### src/rtl/rat_pkg.sv
// -----------------------------------------------------------------------------
// rat_pkg
// Shared definitions for the RAT CPU front end: the program address width,
// the interrupt vector and the encoding of the program-counter source select.
// -----------------------------------------------------------------------------
package rat_pkg;

    localparam int              ADDR_W    = 10;
    localparam logic [ADDR_W-1:0] INTR_VEC = 10'h3FF;
    localparam int              RAS_DEPTH = 8;

    // Next-PC source when PC_LD is asserted. The reserved code falls back to
    // the immediate target so a stray select still produces a defined PC.
    typedef enum logic [1:0] {
        PC_SEL_IMM  = 2'd0,
        PC_SEL_RET  = 2'd1,
        PC_SEL_INTR = 2'd2,
        PC_SEL_RSVD = 2'd3
    } pc_sel_t;

endpackage : rat_pkg

### src/rtl/ret_stack.sv
// -----------------------------------------------------------------------------
// ret_stack
// Small hardware LIFO holding return addresses.
//
// Ports
//   clk, rst_n : clock, asynchronous active-low reset (empties the stack)
//   push, pop  : operation requests; both at once is a conflict and is ignored
//   din        : value written on a push
//   top        : most recently pushed entry (meaningless while empty)
//   full/empty : occupancy flags
//   err        : one-cycle pulse on overflow, underflow or push/pop conflict
// -----------------------------------------------------------------------------
module ret_stack #(
    parameter int DEPTH = 8,
    parameter int W     = 10
) (
    input  logic         clk,
    input  logic         rst_n,
    input  logic         push,
    input  logic         pop,
    input  logic [W-1:0] din,
    output logic [W-1:0] top,
    output logic         full,
    output logic         empty,
    output logic         err
);

    localparam int PTR_W = (DEPTH > 1) ? $clog2(DEPTH) : 1;
    localparam int CNT_W = $clog2(DEPTH + 1);

    logic [W-1:0]     mem [DEPTH];
    logic [CNT_W-1:0] cnt_q;
    logic [PTR_W-1:0] wr_ptr;
    logic [PTR_W-1:0] top_ptr;
    logic             do_push;
    logic             do_pop;

    assign full    = (cnt_q == CNT_W'(DEPTH));
    assign empty   = (cnt_q == '0);
    assign do_push = push && !pop && !full;
    assign do_pop  = pop && !push && !empty;
    assign err     = (push && pop) || (push && full) || (pop && empty);

    // The count is the next free slot; the top lives one below it.
    assign wr_ptr  = PTR_W'(cnt_q);
    assign top_ptr = PTR_W'(cnt_q - CNT_W'(1));
    assign top     = mem[top_ptr];

    // NOTE: sequential state is updated with non-blocking assignments so every
    // register samples the values from before the edge.
    always_ff @(posedge clk or negedge rst_n) begin
        if (!rst_n) begin
            cnt_q <= '0;
        end else if (do_push) begin
            cnt_q <= cnt_q + CNT_W'(1);
        end else if (do_pop) begin
            cnt_q <= cnt_q - CNT_W'(1);
        end
    end

    // NOTE: the storage array has no reset; the count alone defines which
    // entries are valid, so clearing the array would buy nothing.
    always_ff @(posedge clk) begin
        if (do_push) begin
            mem[wr_ptr] <= din;
        end
    end

endmodule : ret_stack

### src/rtl/prog_counter.sv
// -----------------------------------------------------------------------------
// prog_counter
// Program-counter stage of the RAT CPU. PROG_ADDR comes straight from the PC
// register and feeds the program ROM, whose registered PROG_IR follows one
// clock later. The next PC is the selected load source, PC+1, or the current
// PC, in that priority.
//
// Build option
//   PC_RAS_EN : when defined, an internal return-address stack supplies the
//               return target and RAS_ERR flags stack misuse. When undefined,
//               the return target is FROM_STACK, PC_PUSH/PC_POP are ignored
//               and RAS_ERR is 0.
//
// Ports
//   CLK, RST_N   : clock, asynchronous active-low reset
//   PC_LD        : load the PC from the PC_MUX_SEL source (wins over PC_INC)
//   PC_INC       : advance the PC by one
//   PC_MUX_SEL   : 0 immediate, 1 return target, 2 interrupt vector, 3 as 0
//   FROM_IMM     : branch/call target
//   FROM_STACK   : return target from scratch RAM
//   PC_PUSH      : call/interrupt, push PC_NEXT on the internal stack
//   PC_POP       : return, pop the internal stack (with PC_LD and select 1)
//   PROG_ADDR    : current PC, registered
//   PC_NEXT      : PC+1, combinational, wraps
//   IR_VALID     : PROG_IR belongs to the previous PROG_ADDR
//   RAS_ERR      : sticky stack overflow/underflow/conflict flag
// -----------------------------------------------------------------------------
module prog_counter
    import rat_pkg::*;
#(
    parameter int                ADDR_W    = rat_pkg::ADDR_W,
    parameter logic [ADDR_W-1:0] INTR_VEC  = rat_pkg::INTR_VEC,
    parameter int                RAS_DEPTH = rat_pkg::RAS_DEPTH
) (
    input  logic              CLK,
    input  logic              RST_N,
    input  logic              PC_LD,
    input  logic              PC_INC,
    input  logic [1:0]        PC_MUX_SEL,
    input  logic [ADDR_W-1:0] FROM_IMM,
    input  logic [ADDR_W-1:0] FROM_STACK,
    input  logic              PC_PUSH,
    input  logic              PC_POP,
    output logic [ADDR_W-1:0] PROG_ADDR,
    output logic [ADDR_W-1:0] PC_NEXT,
    output logic              IR_VALID,
    output logic              RAS_ERR
);

    pc_sel_t           sel;
    logic [ADDR_W-1:0] pc_q;
    logic [ADDR_W-1:0] pc_d;
    logic [ADDR_W-1:0] ret_target;
    logic              ir_valid_q;

    assign sel       = pc_sel_t'(PC_MUX_SEL);
    assign PC_NEXT   = pc_q + ADDR_W'(1);
    assign PROG_ADDR = pc_q;
    assign IR_VALID  = ir_valid_q;

`ifdef PC_RAS_EN
    logic              ld_ret;
    logic              conflict;
    logic              stk_push;
    logic              stk_pop;
    logic              stk_empty;
    logic              stk_err;
    logic              unused_stk_full;
    logic [ADDR_W-1:0] stk_top;
    logic              ras_err_q;

    assign ld_ret   = PC_LD && (sel == PC_SEL_RET);
    // A simultaneous push and pop leaves the stack alone, whatever the PC does.
    assign conflict = PC_PUSH && PC_POP;
    assign stk_push = PC_PUSH && !PC_POP;
    assign stk_pop  = PC_POP && ld_ret && !PC_PUSH;

    ret_stack #(
        .DEPTH (RAS_DEPTH),
        .W     (ADDR_W)
    ) u_ret_stack (
        .clk   (CLK),
        .rst_n (RST_N),
        .push  (stk_push),
        .pop   (stk_pop),
        .din   (PC_NEXT),
        .top   (stk_top),
        .full  (unused_stk_full),
        .empty (stk_empty),
        .err   (stk_err)
    );

    // An empty stack falls back to the software-managed return address.
    assign ret_target = stk_empty ? FROM_STACK : stk_top;

    always_ff @(posedge CLK or negedge RST_N) begin
        if (!RST_N) begin
            ras_err_q <= 1'b0;
        end else if (conflict || stk_err) begin
            ras_err_q <= 1'b1;
        end
    end

    assign RAS_ERR = ras_err_q;
`else
    logic unused_ras;

    assign unused_ras = PC_PUSH ^ PC_POP ^ (RAS_DEPTH > 0);
    assign ret_target = FROM_STACK;
    assign RAS_ERR    = 1'b0;
`endif

    // NOTE: every output of this block gets a default first, so no path
    // leaves pc_d unassigned and no latch is inferred.
    always_comb begin
        pc_d = pc_q;
        if (PC_LD) begin
            case (sel)
                PC_SEL_RET:  pc_d = ret_target;
                PC_SEL_INTR: pc_d = INTR_VEC;
                default:     pc_d = FROM_IMM;
            endcase
        end else if (PC_INC) begin
            pc_d = PC_NEXT;
        end
    end

    // IR_VALID drops for the cycle after a redirect: the ROM word then on
    // PROG_IR was fetched from the address before the load.
    always_ff @(posedge CLK or negedge RST_N) begin
        if (!RST_N) begin
            pc_q       <= '0;
            ir_valid_q <= 1'b0;
        end else begin
            pc_q       <= pc_d;
            ir_valid_q <= !PC_LD;
        end
    end

endmodule : prog_counter

### config.mk
export PLATFORM = sky130hd
export DESIGN_NAME = prog_counter
export DESIGN_NICKNAME = d
export VERILOG_FILES = /design/src/rtl/rat_pkg.sv /design/src/rtl/ret_stack.sv /design/src/rtl/prog_counter.sv
export SDC_FILE = /design/constraint.sdc
export NUM_CORES = 1
export LEC_CHECK = 0
export CORE_AREA = 2 2 51 53
export DETAILED_ROUTE_END_ITERATION = 12
export DIE_AREA = 0 0 53 55
export PLACE_DENSITY = 0.77
export SLEW_MARGIN = 20
export SYNTH_ARGS = -nofsm -noshare
export SYNTH_HDL_FRONTEND = slang
export SYNTH_SLANG_ARGS = --single-unit
### constraint.sdc
create_clock -name CLK -period 2.05 [get_ports CLK]
set_input_delay 0.205 -clock CLK [delete_from_list [all_inputs] [get_ports CLK]]
set_output_delay 0.205 -clock CLK [all_outputs]
set_load 0.03 [all_outputs]
* Word-level counts from Yosys, hierarchy flattened
Index checks and enable logic that the tools add are counted.
** Word-level totals
- Flip-flop bits (word level) :: 11
- Logic and storage cells :: 10
** Cells by class
- $add $sub $neg :: 1
- Equality and inequality tests :: 2
- Mux-type cells :: 3
- Reductions and logical operators :: 2
** Operators by type and width (count)
- 2-to-1 mux 10 bit :: 2
- case mux 10 bit (2 select lines) :: 1
- adder 10 x 1 -> 10 bit (second input constant) :: 1
- equality test 2 x 1 -> 1 bit (second input constant) :: 1
- equality test 2 bit (second input constant) :: 1
- nonzero test 2 bit :: 1
- zero test 1 bit :: 1

* Depth between registers and ports, before layout
- Depth after elaboration :: 3
- Mapped depth :: 8

* Worst setup path after synthesis
No wires, ideal clock.
- Kind :: register to output
- Start :: register pc_q[2] (netlist: PROG_ADDR[2])
- End :: output PC_NEXT[9]
- Arrival time :: 1.651 ns
- Data required time :: 1.845 ns
- Path slack :: 0.194 ns
- Stages on the path, launching flop included :: 5
- Path buffers :: 1
- Cell sequence :: dfrtp_1 -> buf_4 -> and4_4 -> nand4_1 -> xnor2_1
** On the way
- Longest elaborated chain between the ends :: 1
** Ends and longest elaborated chain
- start, declared :: line prog_counter.sv:51 : logic [ADDR_W-1:0] pc_q;
- start signal, assigned :: line prog_counter.sv:135 : pc_q <= pc_d;
- adder 10 x 1 -> 10 bit :: line prog_counter.sv:57 : assign PC_NEXT = pc_q + ADDR_W'(1);
- end, declared :: line prog_counter.sv:45 : output logic [ADDR_W-1:0] PC_NEXT,
Every way passes these cells.

* Final worst setup path
- Start :: register pc_q[2] (netlist: PROG_ADDR[2])
- End :: output PC_NEXT[3]
The elaborated chain is that of the path after synthesis.

==> summary.md <==
| Metric | Value |
|---|---|
| Syn_nets | `146` |
| Effective utilization at floorplan | `38.4%` |
| Total negative setup slack | `0 ps` |
| Async set-reset flop share out of synthesis | `100%` |
| Post-route DRC | `0` |
| Number of ports placed on the die boundary | `50` |
| Clock Sinks | `11` |
| Total of hold buffers inserted after clock tree synthesis | `0` |
| Share of final-layout standard cells stronger than drive strength 1 | `a little over a tenth` |
| Distinct cell type count of the synthesized netlist | `29` |
| Maximum number of pins on one net before global-route repair | `14` |
| Number of synthesized flops with an enable pin | `0` |
| CP startpoint | `PROG_ADDR[2]` |
| Launch point of the worst reg-to-reg path | `PROG_ADDR[0]` |
| Max_cap viols | `0` |
| Post-detail-place hpwl | `1870 µm` |
| Endpoint arrival time on the critical path | `~1700 ps` |
| Yosys warnings | `0` |
| Adder-cell share of the synthesized area | `~4.1%` |
| Initial antenna violation count | `0` |
| Dominant combinational cell family by area after synthesis | `compound AO/OA/AOI/OAI gates` |
| Die footprint | `2920 µm²` |
| Compound-gate portion of the synthesized area | `between 20% and 30%` |
| CTS tree | `yes` |
| Final weighted congestion in routability-driven placement | `0.737` |
| 1st-pass router iterations | `4` |
| Post-route standard cell area excluding fillers | `1440 µm²` |
| Top flip-flop cell by instance count after synthesis | `dfrtp_1` |
| Global-route usage over all layers | `16.8%` |
| Element type at the critical path start | `flop` |
| Post-CTS Setup Bufs | `0` |
| Final Hold Fails | `0` |
| Mapped Cells | `115` |
| Post-synthesis mux area share | `around 1.1%` |
| Cell area after synthesis | `908 µm²` |
| Horizontal die dimension | `~53 µm` |
| Die outline height | `around 55 µm` |
| Placed Instance Area | `1430 µm²` |
| CTS Root Cell | `clkbuf_4` |
| Highest fanout seen on the critical path | `7` |
| Flip-flop and latch area | `275 µm²` |
| Average detailed-routed wire length per instance | `11.3 µm` |
| Post-route ant nets | `0` |
| Outcome | `finished clean` |
| Gr ovfl total | `0` |
| Final slew viol count | `0` |
| Nets@finish | `197` |
| Wire length of the first global-routing pass | `3680 µm` |
| Layout Utilization | `60.8%` |
| CTS buffer count | `3` |
| DRT Wirelength | `2200 µm` |
| Number of H-tree branching levels | `1` |
| Row cnt | `18` |
| Port Buffer Count | `46` |
| Required time of the critical path | `between 1500 and 2000 ps` |
| Area of the placeable core | `2360 µm²` |
| DRT iter0 DRCs | `11` |
| Sequential cell area fraction in the yosys report | `between 30% and 40%` |
| Total power density per cell area | `approximately 670 nW/µm²` |
| XOR/XNOR share of the synthesized area | `12.5%` |
| Via count of the first global-routing pass | `884` |
| Maximum buffer depth of the clock tree | `2` |
| Setup repair after global routing missed its margin | `false` |
| FF+latch count, synth | `11` |
| Worst voltage drop across the vdd grid | `0.000381 V` |
| Post-CTS clock slew at the launch and capture registers of the worst setup and hold paths | `60 ps` |
| Period utilisation layout | `92.6%` |
| Timing-limited maximum frequency | `around 530 MHz` |
| Final-report setup violation count | `0` |
| Area taken by multi-input logic gates | `566 µm²` |
| Number of inserted filler cells in the final layout | `209` |
| Simple-gate share of the synthesized area | `21.3%` |
| Worst skew pair latency | `260 ps` |
| Via-per-instance ratio | `5.01` |
| Area growth from synthesis to layout | `58.3%` |
| Synthesized area divided by synthesized cell count | `7.90 µm²` |
| Antenna cell count | `0` |
| Critical path start-end classification | `flop to output port` |
| Worst min-delay path category | `input pin to async pin` |
| Worst Skew | `~2.0 ps` |
| Final period demand of the worst path | `approximately 1900 ps` |
| Vias | `976` |
| Static Leak | `between 0.6 and 0.7 nW` |
| Element type at the critical path end | `output port` |
==> cells in the final DEF (no fill, tap or decap), types with 2 or more instances in the layout <==
cell             instances
dlygate4sd2_1            4
nand2_1                 17
o21ai_0                 14
nand4_1                  3
buf_4                   11
inv_1                    4
clkdlybuf4s50_1         39
nand2b_1                 3
dfrtp_1                 11
o2bb2a_1                 2
xor2_1                   6
a21oi_1                  9
o22a_1                   2
and3_1                   3
xnor2_1                  7
ha_1                     3
nand3_1                  7
clkbuf_2                 2
a211o_1                  3
clkbuf_4                 3
==> final timing paths <==
path | to | slack, ps | cells past startpoint
max | PC_NEXT[3] | 150 | 4
min | PROG_ADDR[5] | 260 | 1
max reg2reg | PROG_ADDR[4] | 600 | 4
min reg2reg | PROG_ADDR[8] | 610 | 1
max in group asynchronous | PROG_ADDR[8] | 1480 | 1
min in group CLK | PROG_ADDR[8] | 610 | 1
==> cells in the mapped netlist (all sizes together) (4+ instances only) <==
| library cell | count | area [µm²] |
|---|---|---|
| xor2 | 6 | 52.6 |
| nand3 | 7 | 35.0 |
| inv | 4 | 15.0 |
| nand4 | 4 | 31.3 |
| dfrtp | 11 | 275 |
| buf | 8 | 45.0 |
| o21ai | 15 | 75.1 |
| a21oi | 9 | 45.0 |
| xnor2 | 7 | 61.3 |
| nand2 | 17 | 63.8 |
==> area by class of cell <==
| cell class | count | area share, % |
|---|---|---|
| clock buffers | 4 | 1.83 |
| well taps | 30 | 2.61 |
| multi-input cells | 90 | 39.3 |
| repair buffers | 56 | 36.0 |
| flip-flops and latches | 11 | 19.1 |
| inverters | 4 | 1.04 |
==> cells by family after synthesis <==
| group | after synthesis |
|---|---|
| simple gates | 38 |
| mux | 1 |
| buf+inv | 14 |
| compound gates | 34 |
| fa+ha+maj | 3 |
| xor+xnor | 13 |
| other cells | 1 |
| flops | 11 |
==> worst max-delay path, stage by stage, from the launching register on <==
cell,delay [ps]
dfrtp_1,380
buf_4,160
nand3_1,90
xnor2_1,120
clkdlybuf4s50_1,690
==> sequential cells by signal (all words and copies together) (netlist names) <==
signal     cells
PROG_ADDR     10
IR_VALID       1
==> per-layer routing <==
metal,share of wire [%],GRT usage [%]
met3,6.6,2.15
met5,0,0
met1,45,22.3
met2,47,28.1
met4,1.6,6.41
==> timing repair <==
action                                 4_1_cts  5_1_grt
endpoints found under the hold margin        0        0
gates resized for setup                      6        4
setup endpoints to repair                    6        2
pin swaps                                    0        0
==> through the flow <==
stage          setup WS [ps]  std cells  hold slack [ps]  power (mW)
6_report                 152        195              261       0.962
5_1_grt                 43.4        195              292        1.03
4_1_cts                 69.9        195              278       0.973
3_5_place_dp            43.3        191              562       0.845
3_3_place_gp             108        191              553       0.836
2_1_floorplan            194        115            -90.6       0.598
==> power by group <==
group	internal (mW)	leakage, nW	total [mW]	switching, mW
Clock	0.0752	0.0150	0.140	0.0653
Combinational	0.245	0.490	0.539	0.294
Sequential	0.249	0.138	0.282	0.0336
No activity file was read; power rests on OpenSTA's default activity.
